### src/rtl/cfg_serial_loader.sv
// Serial (cs_n/sclk/sdi) to parallel loader for the ADC config_reg write port.
// Frames of exactly ADDR_W+DATA_W bits produce one write; any other length pulses frame_err.
module cfg_serial_loader #(
  parameter int unsigned ADDR_W      = 3,
  parameter int unsigned DATA_W      = 16,
  parameter int unsigned SYNC_STAGES = 2
) (
  input  logic              clk,
  input  logic              reset,
  input  logic              cs_n,
  input  logic              sclk,
  input  logic              sdi,
  output logic              write,
  output logic [ADDR_W-1:0] address,
  output logic [DATA_W-1:0] data_in,
  output logic              busy,
  output logic              frame_err
);

  localparam int unsigned FRAME_BITS = ADDR_W + DATA_W;
  localparam logic [4:0]  FRAME_CNT  = 5'(FRAME_BITS);
  localparam logic [4:0]  CNT_MAX    = 5'd31;

  typedef enum logic [1:0] {
    IDLE,
    SHIFT,
    COMMIT
  } state_t;

  logic [SYNC_STAGES-1:0] cs_sync;
  logic [SYNC_STAGES-1:0] sclk_sync;
  logic [SYNC_STAGES-1:0] sdi_sync;
  logic                   cs_s;
  logic                   sclk_s;
  logic                   sdi_s;
  logic                   cs_d;
  logic                   sclk_d;
  logic                   cs_fall_q;
  logic                   cs_rise_q;
  logic                   sclk_rise_q;
  logic                   sdi_q;
  logic [FRAME_BITS-1:0]  shift;
  logic [4:0]             count;
  state_t                 state;

  assign cs_s   = cs_sync[SYNC_STAGES-1];
  assign sclk_s = sclk_sync[SYNC_STAGES-1];
  assign sdi_s  = sdi_sync[SYNC_STAGES-1];

  always_ff @(posedge clk or negedge reset) begin
    if (!reset) begin
      cs_sync   <= '1;
      sclk_sync <= '0;
      sdi_sync  <= '0;
    end else begin
      cs_sync   <= {cs_sync[SYNC_STAGES-2:0], cs_n};
      sclk_sync <= {sclk_sync[SYNC_STAGES-2:0], sclk};
      sdi_sync  <= {sdi_sync[SYNC_STAGES-2:0], sdi};
    end
  end

  // Edge pulses are registered (sdi travels alongside) so that the FSM's
  // registered write lands SYNC_STAGES+2 edges after cs_n is first sampled high.
  always_ff @(posedge clk or negedge reset) begin
    if (!reset) begin
      cs_d        <= 1'b1;
      sclk_d      <= 1'b0;
      cs_fall_q   <= 1'b0;
      cs_rise_q   <= 1'b0;
      sclk_rise_q <= 1'b0;
      sdi_q       <= 1'b0;
    end else begin
      cs_d        <= cs_s;
      sclk_d      <= sclk_s;
      cs_fall_q   <= cs_d & ~cs_s;
      cs_rise_q   <= ~cs_d & cs_s;
      sclk_rise_q <= sclk_s & ~sclk_d;
      sdi_q       <= sdi_s;
    end
  end

  always_ff @(posedge clk or negedge reset) begin
    if (!reset) begin
      state     <= IDLE;
      shift     <= '0;
      count     <= '0;
      write     <= 1'b0;
      address   <= '0;
      data_in   <= '0;
      busy      <= 1'b0;
      frame_err <= 1'b0;
    end else begin
      write     <= 1'b0;
      frame_err <= 1'b0;
      case (state)
        IDLE: begin
          busy <= 1'b0;
          if (cs_fall_q) begin
            state <= SHIFT;
            busy  <= 1'b1;
            count <= '0;
            shift <= '0;
          end
        end
        SHIFT: begin
          if (cs_rise_q) begin
            busy <= 1'b0;
            if (count == FRAME_CNT) begin
              state   <= COMMIT;
              write   <= 1'b1;
              address <= shift[FRAME_BITS-1 -: ADDR_W];
              data_in <= shift[DATA_W-1:0];
            end else begin
              state     <= IDLE;
              frame_err <= 1'b1;
            end
          end else if (sclk_rise_q) begin
            shift <= {shift[FRAME_BITS-2:0], sdi_q};
            if (count != CNT_MAX) begin
              count <= count + 5'd1;
            end
          end
        end
        COMMIT: begin
          // A new frame may start while the write strobe is still high.
          if (cs_fall_q) begin
            state <= SHIFT;
            busy  <= 1'b1;
            count <= '0;
            shift <= '0;
          end else begin
            state <= IDLE;
            busy  <= 1'b0;
          end
        end
        default: begin
          state <= IDLE;
          busy  <= 1'b0;
        end
      endcase
    end
  end

endmodule

### config.mk
export PLATFORM = sky130hd
export DESIGN_NAME = cfg_serial_loader
export DESIGN_NICKNAME = d
export VERILOG_FILES = /design/src/rtl/cfg_serial_loader.sv
export SDC_FILE = /design/constraint.sdc
export NUM_CORES = 1
export LEC_CHECK = 0
export CAP_MARGIN = 10
export CORE_MARGIN = 2
export CORE_UTILIZATION = 61
export CTS_CLUSTER_DIAMETER = 100
export DETAILED_ROUTE_END_ITERATION = 7
export DONT_BUFFER_PORTS = 1
export MAX_ROUTING_LAYER = met4
export PLACE_DENSITY = 0.77
export SLEW_MARGIN = 10
export SYNTH_ARGS = -nofsm -noshare
export SYNTH_HDL_FRONTEND = slang
export SYNTH_SLANG_ARGS = --single-unit
### constraint.sdc
create_clock -name clk -period 1.95 [get_ports clk]
set_clock_uncertainty 0.1 [all_clocks]
set_input_delay 0.2925 -clock clk [delete_from_list [all_inputs] [get_ports clk]]
set_output_delay 0.2925 -clock clk [all_outputs]
set_load 0.1 [all_outputs]
==> flow_summary.rst, run 1 <==
.. list-table::
   :header-rows: 1

   * - Metric
     - Value
   * - Run status
     - finished, final reports clean
   * - Warnings from Yosys
     - 0
   * - Number of vias after detailed routing
     - approximately 1500
   * - Die width
     - 65.3 µm
   * - Mapped Nets
     - 194
   * - Number of endpoints failing setup at the final stage
     - 0
   * - Proportion of synthesized chip area in sequential cells
     - 65.7%
   * - Clock sinks
     - 60
   * - Critical path peak fanout
     - 6
   * - Insertion delay of the later-clocked pin in the worst-skew pair
     - about 330 ps
   * - Required time of the worst setup path
     - 2060 ps
   * - Nature of the critical path startpoint
     - flop
   * - H-tree lvl count
     - 3
   * - Areal power density over the cells
     - 1020 nW/µm²
   * - Fin crit period
     - 1890 ps
   * - Synth Instances
     - 187
   * - Yosys reg bits
     - 60
   * - Register-to-register setup slack
     - ~58 ps
   * - Max stage delay on crit path
     - 540 ps
   * - Post-route worst hold slack
     - 256 ps
   * - Maximum VDD drop
     - 0.000648 V
   * - Final Max Slew Viols
     - 0
   * - Number of design-rule violations left by the first detailed-router iteration
     - approximately 160
   * - Crit-path cells
     - ha_2, and3_1, ha_2, or4_1, o311ai_1
   * - Critical path capture point type
     - flop
   * - TritonCTS buffer count
     - 9
   * - CTS clock-pin slew for the worst setup and hold paths
     - 70 ps
   * - Cell variety after synth
     - 26
   * - Avg Vias per Cell
     - 5.59
   * - DRC errors left
     - 0
   * - Most common cell on crit path
     - sky130_fd_sc_hd__ha_2
   * - Via count of the first global-routing pass
     - around 1500
   * - Ant diodes
     - 0
   * - Final RePlAce weighted congestion
     - 0.750
   * - Transition time of the tightest slew-check pin
     - a little under 400 ps
   * - Std-Cell Core Area
     - 3630 µm²
   * - Final Cycle Share
     - around 97%
   * - Cell at the root of the clock tree
     - sky130_fd_sc_hd__clkbuf_8
   * - Area enclosed by the die boundary
     - 4260 µm²
   * - Data arrival time of the worst path
     - 2010 ps
   * - Buffers on Ports
     - 0
   * - Unrepaired setup endpoints after global routing
     - true
   * - Area added between synthesis and finish
     - 23.4%
   * - Post-detail-place hpwl
     - ~2600 µm
   * - TritonCTS clock tree
     - built
   * - Total global-route track usage
     - 23.9%
   * - Final hold violations
     - 0
   * - Tightest Hold Check Type
     - flop to flop
   * - Maximum number of pins on one net before global-route repair
     - slightly above 60
   * - Cell at the slowest stage of the critical path
     - sky130_fd_sc_hd__or4_1
   * - Number of optimization iterations in the first detailed-route pass
     - 4
   * - Dpl cell area
     - 2520 µm²
   * - Number of antenna violations at the first check in global routing
     - 0
   * - Post-DRT Antenna Nets
     - 0
   * - NumNets Final
     - between 200 and 250
   * - Number of maximum-capacitance violations
     - 0
   * - Pleak
     - ~1.4 nW
   * - Standard-cell row count
     - 22
   * - Achievable clock frequency
     - ~0.53 GHz
   * - Overflow left after global routing
     - 0
   * - Worst Path Class, Setup
     - flop to flop
   * - Summed instance area of the synthesized netlist
     - 2290 µm²
   * - Global-route wire length before repair
     - 7250 µm
   * - Cell area after layout
     - 2830 µm²
   * - Overall routed net length
     - 4280 µm
   * - Average cell area after synthesis
     - 12.3 µm²
   * - Die Ht
     - 65.3 µm
   * - Power, Total
     - 2.88 mW
   * - Number of filler instances in the final layout
     - 222
   * - Fraction of layout instances using a drive strength above 1
     - 31.1%
   * - Clock Path Buffers
     - 2
   * - Initial core utilization
     - 63.1%
   * - WL per Instance
     - 15.7 µm
   * - Io pins
     - 27
   * - Headroom to the max-slew limit
     - 73.7%
## placed cells by master (no fill, tap or decap), types with 2 or more instances in the layout
master                          synthesis  final
sky130_fd_sc_hd__ha_2                   0      2
sky130_fd_sc_hd__dlygate4sd3_1          0      4
sky130_fd_sc_hd__dfstp_2                3      3
sky130_fd_sc_hd__nor2b_1                4      4
sky130_fd_sc_hd__clkbuf_8               0      9
sky130_fd_sc_hd__mux2i_1                3      3
sky130_fd_sc_hd__nand2b_1               2      2
sky130_fd_sc_hd__o21ai_0               20     20
sky130_fd_sc_hd__bufinv_16              0      3
sky130_fd_sc_hd__inv_1                  8      8
sky130_fd_sc_hd__o31ai_1                2      2
sky130_fd_sc_hd__buf_4                  0     28
sky130_fd_sc_hd__dfrtp_1               57     57
sky130_fd_sc_hd__clkbuf_1               5      2
sky130_fd_sc_hd__mux2_2                19     19
sky130_fd_sc_hd__clkinv_2               0      2
sky130_fd_sc_hd__nand2_1               23     23
sky130_fd_sc_hd__nand3_1               21     21
sky130_fd_sc_hd__nor2_1                 2      2
## worst max-delay path, delay by kind of cell, from the launching register on
family,cells,cell delay [ps]
compound gates,1,120
fa+ha+maj,2,410
flops,1,410
simple gates,2,730
## registers in the layout, indices dropped and copies added, names as in the netlist
name,count
cs_d,1
cs_rise_q,1
sdi_q,1
sclk_d,1
cs_fall_q,1
cs_sync,2
sclk_sync,2
data_in,16
sclk_rise_q,1
sdi_sync,2
frame_err,1
write,1
count,5
shift,19
address,3
state,2
busy,1
## kinds of logic after synthesis
family | Yosys count | synth area share [%]
buffers and inverters | 20 | 3.88
multiplexers | 22 | 10.6
adder cells (fa/ha/maj) | 2 | 1.09
AO/OA/AOI/OAI | 25 | 6.17
AND/OR/NAND/NOR | 58 | 12.6
flip-flops | 60 | 65.7
## metrics by stage
stage / cells / setup WS [ps] / util (%) / setup TNS (ps)
floorplan: 187 / 165 / - / 0
CTS: 273 / 6.20 / 77.7 / 0
finish: 273 / 57.5 / 77.9 / 0
global route: 273 / -14.8 / 77.9 / -14.8
detailed placement: 252 / 17.7 / 69.5 / 0
global placement: 252 / 150 / 69.5 / 0
## synth_stat cells (all sizes together)
cell,count,share of area (%)
mux2i,3,1.3
nand2,23,3.8
buf,7,1.7
nor3b,1,0.33
nand4bb,1,0.49
nand3,21,4.6
and2,1,0.27
nor2b,4,1.1
and3,1,0.27
dfstp,3,3.4
o221ai,1,0.38
o311ai,2,0.76
dfrtp,57,62
ha,2,1.1
nor2,2,0.33
nand2b,2,0.55
inv,8,1.3
clkbuf,5,0.82
o31ai,2,0.65
o21ai,20,4.4
mux2,19,9.3
or4,1,0.33
and4bb,1,0.55
## final cells by class
class | count | area [µm²] | area share (%)
Clock buffer | 11 | 131 | 4.64
Timing Repair Buffer | 34 | 298 | 10.5
Clock inverter | 5 | 100 | 3.54
Inverter | 8 | 30.0 | 1.06
Multi-Input combinational cell | 107 | 704 | 24.9
Sequential cell | 60 | 1510 | 53.2
Tap cell | 48 | 60.1 | 2.12
## worst paths after layout
kind | startpoint | endpoint | depth (start not counted)
max | count[0]$_DFFE_PN0P_ | count[3]$_DFFE_PN0P_ | 5
min | sdi_sync[1]$_DFF_PN0_ | sdi_q$_DFF_PN0_ | 0
max reg2reg | count[0]$_DFFE_PN0P_ | count[3]$_DFFE_PN0P_ | 5
min reg2reg | sdi_sync[1]$_DFF_PN0_ | sdi_q$_DFF_PN0_ | 0
max in group asynchronous | reset | cs_d$_DFF_PN1_ | 2
min in group asynchronous | reset | count[4]$_DFFE_PN0P_ | 2
## where the power goes
part           total (mW)  switching [mW]  internal [mW]
logic               0.224           0.154         0.0705
registers            1.34          0.0456           1.30
clock network        1.31           0.466          0.846
## routing by layer
layer | share of wire, % | GRT usage (%) | vias to the layer above | wire (µm)
met4 | 1.1 | 11.7 | 0 | 47
met3 | 5.1 | 5.82 | 6 | 216
met5 | 0 | - | - | 0
met1 | 42 | 29.3 | 769 | 1810
li1 | - | - | 700 | -
met2 | 51 | 37.5 | 51 | 2200
## repair_timing
item | CTS | global route
resized for setup | 0 | 3
setup endpoints to repair | 0 | 17
endpoints found under the hold margin | 63 | 0
setup buffers | 0 | 0
hold buffers | 5 | 0
Power figures use the tool's default switching activity.
==> inputs of run 2 (changes only) <==
- REMOVE_ABC_BUFFERS: default -> 1
==> run 2 against run 1 <==
Core utilization decreased by 0.69 points. Clock power decreased by 15%. Sequential share of layout area increased by 0.47 points. Count of clock-buffer cells in the layout increased by 1. Routed wire length decreased by 2.3%. Hold slack got worse by 6.1 ps. Cell area decreased by 0.88%. Die area unchanged. Setup slack improved by 31 ps.
==> flow_summary.rst, run 2 (synthesized netlist as in run 1, its figures left out) <==
.. list-table::
   :header-rows: 1

   * - Metric
     - Value
   * - Run status
     - finished, final reports clean
   * - Overflow left after global routing
     - 0
   * - Final Cycle Share
     - 95.5%
   * - Leading cell types in the layout, fill and taps excluded
     - 57 x sky130_fd_sc_hd__dfrtp_1, 29 x sky130_fd_sc_hd__buf_4, 23 x sky130_fd_sc_hd__nand2_1
   * - Final Max Slew Viols
     - 0
   * - Biggest regs
     - shift x19, data_in x16, count x5
   * - Leading cell type in the layout, fill and taps excluded
     - sky130_fd_sc_hd__dfrtp_1
   * - Required time of the worst setup path
     - 2080 ps
   * - Footprint of the multi-input gates
     - 701 µm²
   * - Max stage delay on crit path
     - between 500 and 600 ps
   * - Total global-route track usage
     - 23.8%
   * - Dpl cell area
     - 2530 µm²
   * - Final RePlAce weighted congestion
     - 0.802
   * - Cell at the slowest stage of the critical path
     - sky130_fd_sc_hd__or4_1
   * - Worst Path Class, Setup
     - flop to flop
   * - Number of maximum-capacitance violations
     - 0
   * - Areal power density over the cells
     - 954 nW/µm²
   * - Most Used Layer, Global Route
     - met2
   * - Maximum number of pins on one net before global-route repair
     - 61
   * - Number of filler instances in the final layout
     - 242
   * - Achievable clock frequency
     - 0.537 GHz
   * - Die Ht
     - around 65 µm
   * - Met3 track utilization from global routing
     - 9.76%
   * - Post-CTS setup buffers
     - 0
   * - Cell at the root of the clock tree
     - sky130_fd_sc_hd__clkbuf_8
   * - Number of antenna violations at the first check in global routing
     - 0
   * - Area added between synthesis and finish
     - 22.3%
   * - Critical path capture point type
     - flop
   * - Critical path peak fanout
     - 6
   * - Clock Path Buffers
     - 2
   * - DRC errors left
     - 0
   * - Fraction of layout instances using a drive strength above 1
     - between 30% and 40%
   * - Cell area after layout
     - 2800 µm²
   * - Buffers on Ports
     - 0
   * - Pleak
     - 1.37 nW
   * - Ant diodes
     - 0
   * - Insertion delay of the later-clocked pin in the worst-skew pair
     - 330 ps
   * - Post-DRT Antenna Nets
     - 0
   * - Overall routed net length
     - 4180 µm
   * - GR met1 Demand/Resource
     - 27.9%
   * - CTS clock-pin slew for the worst setup and hold paths
     - ~60 ps
   * - Fin crit period
     - 1860 ps
   * - Global-route wire length before repair
     - about 7100 µm
   * - Headroom to the max-slew limit
     - 77.5%
   * - Tightest Hold Check Type
     - flop to flop
   * - Slack of the critical path
     - 88.4 ps
   * - Area enclosed by the die boundary
     - ~4300 µm²
   * - Number of endpoints failing setup at the final stage
     - 0
   * - Nature of the critical path startpoint
     - flop
   * - WL per Instance
     - 15.2 µm
   * - Unrepaired setup endpoints after global routing
     - false
   * - Via count of the first global-routing pass
     - 1543
   * - Post-detail-place hpwl
     - ~2600 µm
   * - Register-to-register setup slack
     - between 80 and 90 ps
   * - Final hold violations
     - 0
   * - Global routing usage on met2
     - 35.3%
   * - Data arrival time of the worst path
     - 1990 ps
   * - Standard-cell row count
     - 22
   * - Avg Vias per Cell
     - 5.50
   * - Crit-path cells
     - ha_1, and3_1, ha_2, or4_1, o311ai_1
   * - Initial core utilization
     - 63.1%
   * - Reg with most FFs
     - shift
   * - TritonCTS buffer count
     - 9
   * - Clock sinks
     - 60
   * - Number of optimization iterations in the first detailed-route pass
     - 4
   * - Number of design-rule violations left by the first detailed-router iteration
     - 143
   * - H-tree lvl count
     - 3
   * - NumNets Final
     - 228
   * - Die width
     - 65.3 µm
   * - Io pins
     - 27
   * - Std-Cell Core Area
     - 3630 µm²
   * - TritonCTS clock tree
     - built
   * - Post-place setup slack
     - 47.9 ps
   * - Transition time of the tightest slew-check pin
     - between 300 and 400 ps
   * - Maximum VDD drop
     - 0.000785 V
   * - Register area
     - 1510 µm²
   * - Number of vias after detailed routing
     - roughly 1500
   * - Largest register FFs
     - 19
-- run 2: changes by cell type in the layout (fill, tap and decap cells not counted), sizes merged --
cell | previous run | this run
clkinvlp | 0 | 1
buf | 30 | 31
clkbuf | 11 | 12
bufinv | 3 | 1
-- run 2: layer usage --
layer  share of wire [%]  wire [µm]
met4                 2.4        102
met2                  51       2120
met3                 6.0        252
met5                   0          0
met1                  41       1710
-- run 2: worst paths after layout --
path / from / endpoint / cells after the start
max reg2reg: count[0]$_DFFE_PN0P_ / count[3]$_DFFE_PN0P_ / 5
max in group asynchronous: reset / cs_d$_DFF_PN1_ / 2
min: sdi_sync[1]$_DFF_PN0_ / sdi_q$_DFF_PN0_ / 0
min reg2reg: sdi_sync[1]$_DFF_PN0_ / sdi_q$_DFF_PN0_ / 0
min in group asynchronous: reset / data_in[15]$_DFFE_PN0P_ / 2
max: count[0]$_DFFE_PN0P_ / count[3]$_DFFE_PN0P_ / 5
-- run 2: through the flow --
stage,total power [mW],TNS (ps),cells,utilization [%],hold WS [ps]
floorplan,1.47,-7640,175,-,-103
global placement,1.54,0,253,69.7,-101
detailed placement,1.55,0,253,69.7,-102
CTS,2.71,0,274,77.1,251
global route,2.80,0,274,77.2,257
finish,2.67,0,274,77.2,250
-- run 2: repair_timing --
| item | in CTS | in global routing |
|---|---|---|
| endpoints found under the hold margin | 63 | 0 |
| resized for setup | 0 | 1 |
| endpoints found under the setup margin | 0 | 1 |
| hold buffers | 5 | 0 |
-- run 2: report_power, final --
part / switching [mW] / leakage, nW / internal [mW]
logic: 0.156 / 0.458 / 0.0753
registers: 0.0384 / 0.805 / 1.30
clock network: 0.452 / 0.102 / 0.655
-- run 2: worst max-delay path: cells and delay by family (launching register included) --
family / cells / cell delay [ps]
flip-flops: 1 / 410
AO/OA/AOI/OAI: 1 / 100
adder cells (fa/ha/maj): 2 / 440
AND/OR/NAND/NOR: 2 / 720
-- run 2: cell type report --
cell class,count,share of cell area [%]
Timing Repair Buffer,35,10.9
Tap cell,48,2.14
Sequential cell,60,53.7
Inverter,8,1.07
Clock inverter,4,1.70
Clock buffer,12,5.53
Multi-Input combinational cell,107,25.0
